File: src/rtl/uart_tx_sched.sv
// uart_tx_sched
// -------------
// Shares one UART transmitter between NUM_REQ byte-stream requesters. The
// block is the only master on the UART register bus. Each byte is sent by
// polling STATUS until the transmitter is idle and then writing TX_DATA.
// Requesters are served round-robin. A granted requester keeps the
// transmitter until it sends a byte marked last, or until it leaves valid
// low for LOCK_TIMEOUT cycles. Baud-divider (CTRL) updates are queued and
// written only between packets, and only after STATUS shows the
// transmitter idle.
//
// Ports
//   clk, rst                 clock, asynchronous active-high reset
//   req_valid/data/last      per-requester byte stream (byte i at [8i+7:8i])
//   req_ready                one-hot byte accept, combinational
//   cfg_div, cfg_load        new divider, one-cycle load pulse
//   grant_id                 current or most recent granted requester
//   busy                     scheduler is not idle
//   uart_addr/wr_en/rd_en    UART register bus, master side
//   uart_wdata/rdata         (read data is returned in the cycle of rd_en)

module uart_tx_sched #(
    parameter int          NUM_REQ      = 4,
    parameter logic [15:0] DEFAULT_DIV  = 16'd867,
    parameter int          LOCK_TIMEOUT = 1024
) (
    input  logic                       clk,
    input  logic                       rst,
    input  logic [NUM_REQ-1:0]         req_valid,
    input  logic [8*NUM_REQ-1:0]       req_data,
    input  logic [NUM_REQ-1:0]         req_last,
    output logic [NUM_REQ-1:0]         req_ready,
    input  logic [15:0]                cfg_div,
    input  logic                       cfg_load,
    output logic [$clog2(NUM_REQ)-1:0] grant_id,
    output logic                       busy,
    output logic [7:0]                 uart_addr,
    output logic                       uart_wr_en,
    output logic                       uart_rd_en,
    output logic [31:0]                uart_wdata,
    input  logic [31:0]                uart_rdata
);

    localparam int GW = $clog2(NUM_REQ);
    localparam int TW = (LOCK_TIMEOUT > 1) ? $clog2(LOCK_TIMEOUT) : 1;

    localparam logic [GW-1:0] LAST_IDX = GW'(NUM_REQ - 1);
    localparam logic [TW-1:0] TO_LAST  = TW'((LOCK_TIMEOUT > 0) ? LOCK_TIMEOUT - 1 : 0);

    localparam logic [7:0] ADDR_TX_DATA = 8'h00;
    localparam logic [7:0] ADDR_STATUS  = 8'h08;
    localparam logic [7:0] ADDR_CTRL    = 8'h0C;

    typedef enum logic [2:0] {
        S_IDLE,
        S_POLL,
        S_WRITE_CFG,
        S_WRITE_TX,
        S_WAIT_NEXT
    } state_t;

    state_t        state_q,   state_d;
    logic [GW-1:0] rr_ptr_q,  rr_ptr_d;
    logic [GW-1:0] grant_q,   grant_d;
    logic          cfg_pend_q, cfg_pend_d;
    logic [15:0]   cfg_val_q, cfg_val_d;
    logic          lock_q,    lock_d;
    logic [TW-1:0] to_cnt_q,  to_cnt_d;
    logic          tgt_cfg_q, tgt_cfg_d;   // 1: the running POLL leads to a CTRL write

    logic          arb_hit;
    logic [GW-1:0] arb_idx;
    logic [GW-1:0] cand;
    logic          tx_valid;
    logic          tx_last;
    logic [7:0]    tx_byte;

    // Only STATUS bit 0 carries meaning for this block.
    logic unused_rdata;
    assign unused_rdata = ^uart_rdata[31:1];

    function automatic logic [GW-1:0] wrap_inc(input logic [GW-1:0] v);
        return (v == LAST_IDX) ? '0 : v + 1'b1;
    endfunction

    // Round-robin search. Candidates are visited from farthest to nearest
    // so that the last hit, which is the one kept, is the first valid
    // requester at or after rr_ptr.
    always_comb begin
        arb_hit = 1'b0;
        arb_idx = rr_ptr_q;
        cand    = '0;
        for (int k = NUM_REQ - 1; k >= 0; k--) begin
            cand = GW'((int'(rr_ptr_q) + k) % NUM_REQ);
            if (req_valid[cand]) begin
                arb_hit = 1'b1;
                arb_idx = cand;
            end
        end
    end

    // Select the stream of the granted requester.
    always_comb begin
        tx_valid = 1'b0;
        tx_last  = 1'b0;
        tx_byte  = 8'h00;
        for (int i = 0; i < NUM_REQ; i++) begin
            if (grant_q == GW'(i)) begin
                tx_valid = req_valid[i];
                tx_last  = req_last[i];
                tx_byte  = req_data[8*i +: 8];
            end
        end
    end

    // NOTE: every signal assigned in this block gets a default before the
    // case statement, so no path leaves a value undriven and no latch is
    // inferred.
    always_comb begin
        state_d    = state_q;
        rr_ptr_d   = rr_ptr_q;
        grant_d    = grant_q;
        cfg_pend_d = cfg_pend_q;
        cfg_val_d  = cfg_val_q;
        lock_d     = lock_q;
        to_cnt_d   = to_cnt_q;
        tgt_cfg_d  = tgt_cfg_q;
        uart_addr  = 8'h00;
        uart_wr_en = 1'b0;
        uart_rd_en = 1'b0;
        uart_wdata = 32'h0;
        req_ready  = '0;

        case (state_q)
            S_IDLE: begin
                // A pending divider update is served before any new packet.
                if (cfg_pend_q && !lock_q) begin
                    tgt_cfg_d = 1'b1;
                    state_d   = S_POLL;
                end else if (arb_hit) begin
                    grant_d   = arb_idx;
                    tgt_cfg_d = 1'b0;
                    state_d   = S_POLL;
                end
            end

            S_POLL: begin
                uart_rd_en = 1'b1;
                uart_addr  = ADDR_STATUS;
                if (!uart_rdata[0]) begin
                    state_d = tgt_cfg_q ? S_WRITE_CFG : S_WRITE_TX;
                end
            end

            S_WRITE_CFG: begin
                uart_wr_en = 1'b1;
                uart_addr  = ADDR_CTRL;
                uart_wdata = {16'h0000, cfg_val_q};
                cfg_pend_d = 1'b0;
                state_d    = S_IDLE;
            end

            S_WRITE_TX: begin
                uart_wr_en = 1'b1;
                uart_addr  = ADDR_TX_DATA;
                uart_wdata = {24'h000000, tx_byte};
                req_ready  = NUM_REQ'(1) << grant_q;
                if (tx_last) begin
                    lock_d   = 1'b0;
                    rr_ptr_d = wrap_inc(grant_q);
                    state_d  = S_IDLE;
                end else begin
                    lock_d   = 1'b1;
                    to_cnt_d = '0;
                    state_d  = S_WAIT_NEXT;
                end
            end

            S_WAIT_NEXT: begin
                // Only the locked requester is watched here; everyone else,
                // including a pending CTRL update, waits for the packet end.
                if (tx_valid) begin
                    tgt_cfg_d = 1'b0;
                    state_d   = S_POLL;
                end else begin
                    to_cnt_d = to_cnt_q + 1'b1;
                    if (LOCK_TIMEOUT != 0 && to_cnt_q == TO_LAST) begin
                        lock_d   = 1'b0;
                        rr_ptr_d = wrap_inc(grant_q);
                        state_d  = S_IDLE;
                    end
                end
            end

            default: state_d = S_IDLE;
        endcase

        // A load pulse is captured in every state; when it coincides with
        // the CTRL write it re-arms the update with the newer value.
        if (cfg_load) begin
            cfg_pend_d = 1'b1;
            cfg_val_d  = cfg_div;
        end
    end

    // NOTE: state registers use non-blocking assignments so every flop
    // samples the values from before the clock edge, independent of the
    // order in which the simulator evaluates the processes.
    always_ff @(posedge clk or posedge rst) begin
        if (rst) begin
            state_q    <= S_IDLE;
            rr_ptr_q   <= '0;
            grant_q    <= '0;
            cfg_pend_q <= 1'b1;
            cfg_val_q  <= DEFAULT_DIV;
            lock_q     <= 1'b0;
            to_cnt_q   <= '0;
            tgt_cfg_q  <= 1'b0;
        end else begin
            state_q    <= state_d;
            rr_ptr_q   <= rr_ptr_d;
            grant_q    <= grant_d;
            cfg_pend_q <= cfg_pend_d;
            cfg_val_q  <= cfg_val_d;
            lock_q     <= lock_d;
            to_cnt_q   <= to_cnt_d;
            tgt_cfg_q  <= tgt_cfg_d;
        end
    end

    assign busy     = (state_q != S_IDLE);
    assign grant_id = grant_q;

endmodule

File: config.mk
export PLATFORM = sky130hd
export DESIGN_NAME = uart_tx_sched
export DESIGN_NICKNAME = d
export VERILOG_FILES = /design/src/rtl/uart_tx_sched.sv
export SDC_FILE = /design/constraint.sdc
export NUM_CORES = 1
export LEC_CHECK = 0
export ABC_CLOCK_PERIOD_IN_PS = 5500
export CAP_MARGIN = 20
export CORE_AREA = 5 5 83 85
export DETAILED_ROUTE_END_ITERATION = 7
export DIE_AREA = 0 0 88 90
export GPL_ROUTABILITY_DRIVEN = 0
export GPL_TIMING_DRIVEN = 0
export PLACE_DENSITY = 0.82
export SYNTH_ARGS = -nofsm -noshare
export SYNTH_HDL_FRONTEND = slang
export SYNTH_SLANG_ARGS = --single-unit
File: constraint.sdc
create_clock -name clk -period 5.5 [get_ports clk]
set_input_delay 1.1 -clock clk [delete_from_list [all_inputs] [get_ports clk]]
set_output_delay 1.1 -clock clk [all_outputs]
set_load 0.01 [all_outputs]
## Word-level counts from Yosys, hierarchy flattened

Cells that the tools add are included.

- Div/mod/pow operators: 0
- Multiply operators: 0
- Multiplexer cells: 59
- Bitwise gates (word level): 1
- Shift-type cells: 1
- Equality and inequality tests: 16
- Reduce and logical (&&, ||, !) cells: 15
- Add/sub/neg operators: 5
- Magnitude comparators: 4

Operators with widths:

| kind | count |
|---|---|
| 8-bit 2-to-1 mux | 4 |
| 16-bit case mux with 2 select lines | 1 |
| 1-bit 2-to-1 mux | 27 |
| 10-bit 2-to-1 mux | 2 |
| 10-bit case mux with 2 select lines | 1 |
| 3-bit 2-to-1 mux | 6 |
| 2-bit 2-to-1 mux | 8 |
| 3-bit AND reduction | 5 |
| 2-bit by 3-bit less-than comparator with 1-bit output (second input constant) | 4 |
| 2-bit inequality test (second input constant) | 6 |
| 3-bit case mux with 4 select lines | 1 |
| 10-bit by 1-bit adder with 10-bit output (second input constant) | 1 |
| 10-bit == test (second input constant) | 1 |
| 1-bit binary-select mux with 2-bit select | 4 |
| 4-bit case mux with 2 select lines | 1 |
| 3-bit by 2-bit == test with 1-bit output (second input constant) | 2 |
| 3-bit inequality test (second input constant) | 2 |
| 2-bit nonzero test | 3 |
| 2-bit by 1-bit adder with 2-bit output (second input constant) | 2 |
| 2-bit adder (second input constant) | 2 |
| 2-bit == test (second input constant) | 2 |
| 4-bit 2-to-1 mux | 1 |
| 1-bit case mux with 2 select lines | 2 |
| 2-bit case mux with 2 select lines | 1 |
| other kinds (12) | 12 |

- Output and inout bits: 49
- Memory bits (read-only): 0
- Flip-flop bits (word level): 36
- Logic and storage cells: 109
- Memories kept: 0
- Bits in latches: 0
- Bits in writable memories: 0

## Longest topological paths before layout

- Depth in word-level cells: 10
- Gate-level depth with buffers: 8
- Gate-level depth less buffers: 7

## Worst setup path before layout

Ideal clock, no wire load.

- Kind: register to output
- Start point: reg grant_q[0] (netlist: grant_id[0])
- End point: out uart_wdata[2]
- Required time: 4.400 ns
- Cell stages (with the launch flop): 9
- Setup slack: 2.638 ns
- Arrival: 1.762 ns
- Buffers on the path: 2
- Cell sequence: dfrtp_1 inv_1 ha_1 buf_2 buf_2 nor2b_1 o311ai_0 o21ai_0 nor2_1

- Cells in the longest elaborated chain, start to end: 6

Ends and longest elaborated chain:

| item | line | text |
|---|---|---|
| from (decl) | 64 | `logic [GW-1:0] grant_q, grant_d;` |
| from (signal assigned) | 222 | `grant_q <= grant_d;` |
| 2-bit logical NOT | 108 | `if (grant_q == GW'(i)) begin` |
| 8-bit 2-to-1 mux (3 in series) | 108 |  |
| 8-bit 2-to-1 mux (*) | 108 |  |
| 16-bit case mux with 2 select lines (*) | 134 | `case (state_q)` |
| to (decl) | 40 | `output logic [31:0] uart_wdata,` |

Every way passes the cells marked *; elsewhere a longest branch is shown, timed or not.

## Worst setup path in the final report

- Start point: in req_data[1]
- End point: out uart_wdata[1]

- Cells in the longest elaborated chain, start to end: 5

Ends and longest elaborated chain:

| item | line | text |
|---|---|---|
| from (decl) | 30 | `input logic [8*NUM_REQ-1:0] req_data,` |
| 8-bit 2-to-1 mux (4 in series) | 108 |  |
| 16-bit case mux with 2 select lines | 134 |  |

Every way passes these cells.

==> summary.txt <==
Clocking
  • Clock slew at reported path FFs: 0.08 ns
  • Clock Latency Late Sink: 0.29 ns
  • Total clock sinks: 36
  • Post-CTS Setup Repair Bufs: 0
  • H-tree levels: 2
  • CTS buffer count: 5
  • Cts repair resizes: 0
  • Max clock buf depth: 2
  • Clock root buffer: clkbuf_8
  • CTS tree: built
  • Hold buffers post-CTS: 0

Global route
  • GR Util met1: 18.92%
  • GR Util met2: 28.14%
  • Initial antenna violation count: 0
  • Busiest grt layer: met2
  • Vias in the first global route: 2237
  • Grt total ovfl: 0
  • Pin count of the biggest net entering global routing: 21
  • Met3 GRT Util: 5.119%
  • Total track usage: 16.57%
  • First-pass GRT wire length: 10500 um

Synth
  • Primary FF master, synth: dfrtp_1
  • Flops & latches, synth: 36
  • Cell Area, Synth: 2440 um^2
  • Seq/Total Area, Yosys: 37.28%
  • Synthesized area per cell: 9.207 um^2
  • Post-synth ARST share: 100.0%
  • Warnings, synthesis: 0
  • Post-synth EDFFs: 0
  • Yosys cell types: 49
  • Cells after Synth: 265

Job
  • Max_cap viols: 0

Die
  • IO Pins: 140
  • DIE WIDTH: 88 um
  • Die area: 7920 um^2
  • Core area: 6132 um^2
  • Die Y: 90 um
  • Row count: 29
  • Initial Util: 39.79%

Place
  • Port Buffer Count: 85
  • Final HPWL DP: 5319 um

STA
  • Slew margin rel.: 42.31%
  • Final Setup Violations: 0
  • RSZ-0062 raised after global routing: false
  • TNS Setup: 0 ns
  • Fmax: 252.4 MHz
  • Worst Max-Slew Pin Slew: 0.8644 ns
  • Final Max Slew Viols: 0
  • Count of final hold-check violations: 0
  • Clock skew: 0.005140 ns
  • Post-route minimum period: 3.962 ns
  • Hold WS: 0.4871 ns
  • Crit share post-route: 72.03%

Worst setup path
  • R2R setup slack: 3.38 ns
  • Worst-path cell chain: clkdlybuf4s50_1 > a221oi_1 > o311ai_0 > o21ai_0 > nor2_1 > clkdlybuf4s50_1
  • CP top delay family: buffers and inverters
  • Req. time, crit path: 4.40 ns
  • Bufs and invs on worst path: 2
  • Worst path most repeated cell: clkdlybuf4s50_1
  • End of the worst register-to-register path: rr_ptr_q[0]$_DFFE_PP0P_
  • Setup crit start: req_data[1]
  • Critical Path AT: 2.86 ns
  • R2r startpoint: grant_id[0]$_DFFE_PP0P_
  • CP Capture Type: output pin
  • Crit Path Max Fanout: 1
  • R2R depth: 8
  • CP Class: input port to output pin
  • Largest stage delay on the critical path: 0.55 ns
  • CP max-delay cell: clkdlybuf4s50_1
  • Crit path launch type: input port

Power and ir drop
  • Net Sw Power: 555.4 uW
  • Total power: 1397 uW
  • Static Leak: 0.001560 uW
  • Worst vdd ir: 239.7 uV
  • Register share of total power: 26.1%
  • Power Density: 387.5 nW/um^2
  • Switching portion of total power: 39.76%
  • Clk pwr share: 16.6%
  • Internal cell power: 841.4 uW
  • Gate power share: 57.4%

Final layout
  • Total inserted antenna cells: 0
  • Layout cells sized above 1: 19.47%
  • Multi-input gate area: 1333 um^2
  • Register cell area after layout: 909.6 um^2
  • Most frequent cells in the layout: 85 x clkdlybuf4s50_1, 29 x dfrtp_1, 24 x nor2_1
  • Final #Nets: 475
  • Filler cells: 543
  • Area growth, synth to finish: 47.74%
  • Leading cell type in the layout, fill and taps excluded: clkdlybuf4s50_1

Worst hold path
  • HP Class: flop to flop
  • Min-Delay Endpoint: cfg_pend_q$_DFFE_PP1P_
  • Hold path start: cfg_pend_q$_DFFE_PP1P_
  • Hold path cells: 2

Detailed routing
  • Pre-antenna DRT Iters: 4
  • Number of remaining DRC errors: 0
  • Via Count: 2285
  • DR WL/cell: 14.49 um
  • Post-DRT Antenna Nets: 0
  • Detailed Route WL: 6622 um
  • Vias per cell: 5.000
  • DR iter-0 viols: 117

Run status
  • Outcome: finished clean
[power groups by stage]
stage	registers (uW)	logic, uW	clock network [uW]
finish	364	801	231
global route	372	885	250
CTS	364	807	237
detailed placement	369	804	0
global placement	366	782	0
floorplan	360	500	0
[area by class of cell]
| type | count | area share, % |
|---|---|---|
| well taps | 77 | 2.673 |
| multi-input cells | 204 | 36.97 |
| clock buffers | 5 | 1.909 |
| plain buffers | 36 | 6.630 |
| clock inverters | 3 | 1.180 |
| repair buffers | 86 | 24.37 |
| flip-flops and latches | 36 | 25.23 |
| inverters | 10 | 1.041 |
[per-layer routing]
| metal | up-vias | wire (um) |
|---|---|---|
| li1 | 1117 | - |
| met1 | 1057 | 2569 |
| met2 | 94 | 3261 |
| met3 | 17 | 618 |
| met4 | 0 | 173 |
| met5 | - | 0 |
[state kept, by name, indices dropped and copies added, names as in the netlist]
name,count
cfg_pend_q,1
cfg_val_q,16
grant_id,2
lock_q,1
rr_ptr_q,2
state_q,3
tgt_cfg_q,1
to_cnt_q,10
[worst max path at each step]
stage | endpoint | depth (start not counted)
3_3_place_gp | uart_wdata[1] | 6
6_report | uart_wdata[1] | 6
2_1_floorplan | uart_wdata[2] | 8
5_1_grt | uart_wdata[6] | 9
3_5_place_dp | uart_wdata[1] | 6
4_1_cts | uart_wdata[1] | 6
[Yosys cell counts (all sizes together) (2+ instances only)]
cell     n  area share (%)
xor2     6             2.2
clkbuf   3            0.46
a211oi   2            0.82
nor2    24             3.7
dfrtp   29              30
nor3     3            0.82
inv     10             1.5
nor3b    2             1.1
or3b     2            0.72
ha       5             2.6
nand2   20             3.1
o311ai   8             2.9
o21ai   18             3.7
nand3   10             2.1
dfstp    7             7.5
a211o    2            0.77
nor2b   12             3.1
mux2    17             7.8
o211ai   2            0.62
a221oi   9             3.5
nand3b   3            0.92
nand4    3            0.77
a21oi    7             1.9
and3     2            0.51
buf     33             9.3
nand2b   2            0.51
mux2i    2            0.82
and2    13             3.3
[tightest hold or removal path: cells and delay by family, from the launching register on]
kind	cells	cell delay, ns
compound gates	1	0.06
flops	1	0.37
simple gates	1	0.05
[per-stage QoR]
step	setup slack [ns]	util (%)	instances	instance area [um^2]
2_1_floorplan	2.638	-	286	2519
3_3_place_gp	1.605	56.52	448	3466
3_5_place_dp	1.554	56.97	449	3493
4_1_cts	1.552	58.78	457	3605
5_1_grt	1.371	58.78	457	3605
6_report	1.538	58.78	457	3605
[cell families (layout without fill, tap and decap cells)]
kind of cell | count (synthesis) | in the layout | share of synthesized area [%]
compound gates | 52 | 52 | 16.00
xor+xnor | 6 | 6 | 2.154
fa+ha+maj | 5 | 5 | 2.564
buf+inv | 46 | 140 | 11.33
flops | 36 | 36 | 37.28
mux | 19 | 19 | 8.667
other cells | 1 | 22 | 0.1537
simple gates | 100 | 100 | 21.85
(Power assumes the default switching activity.)
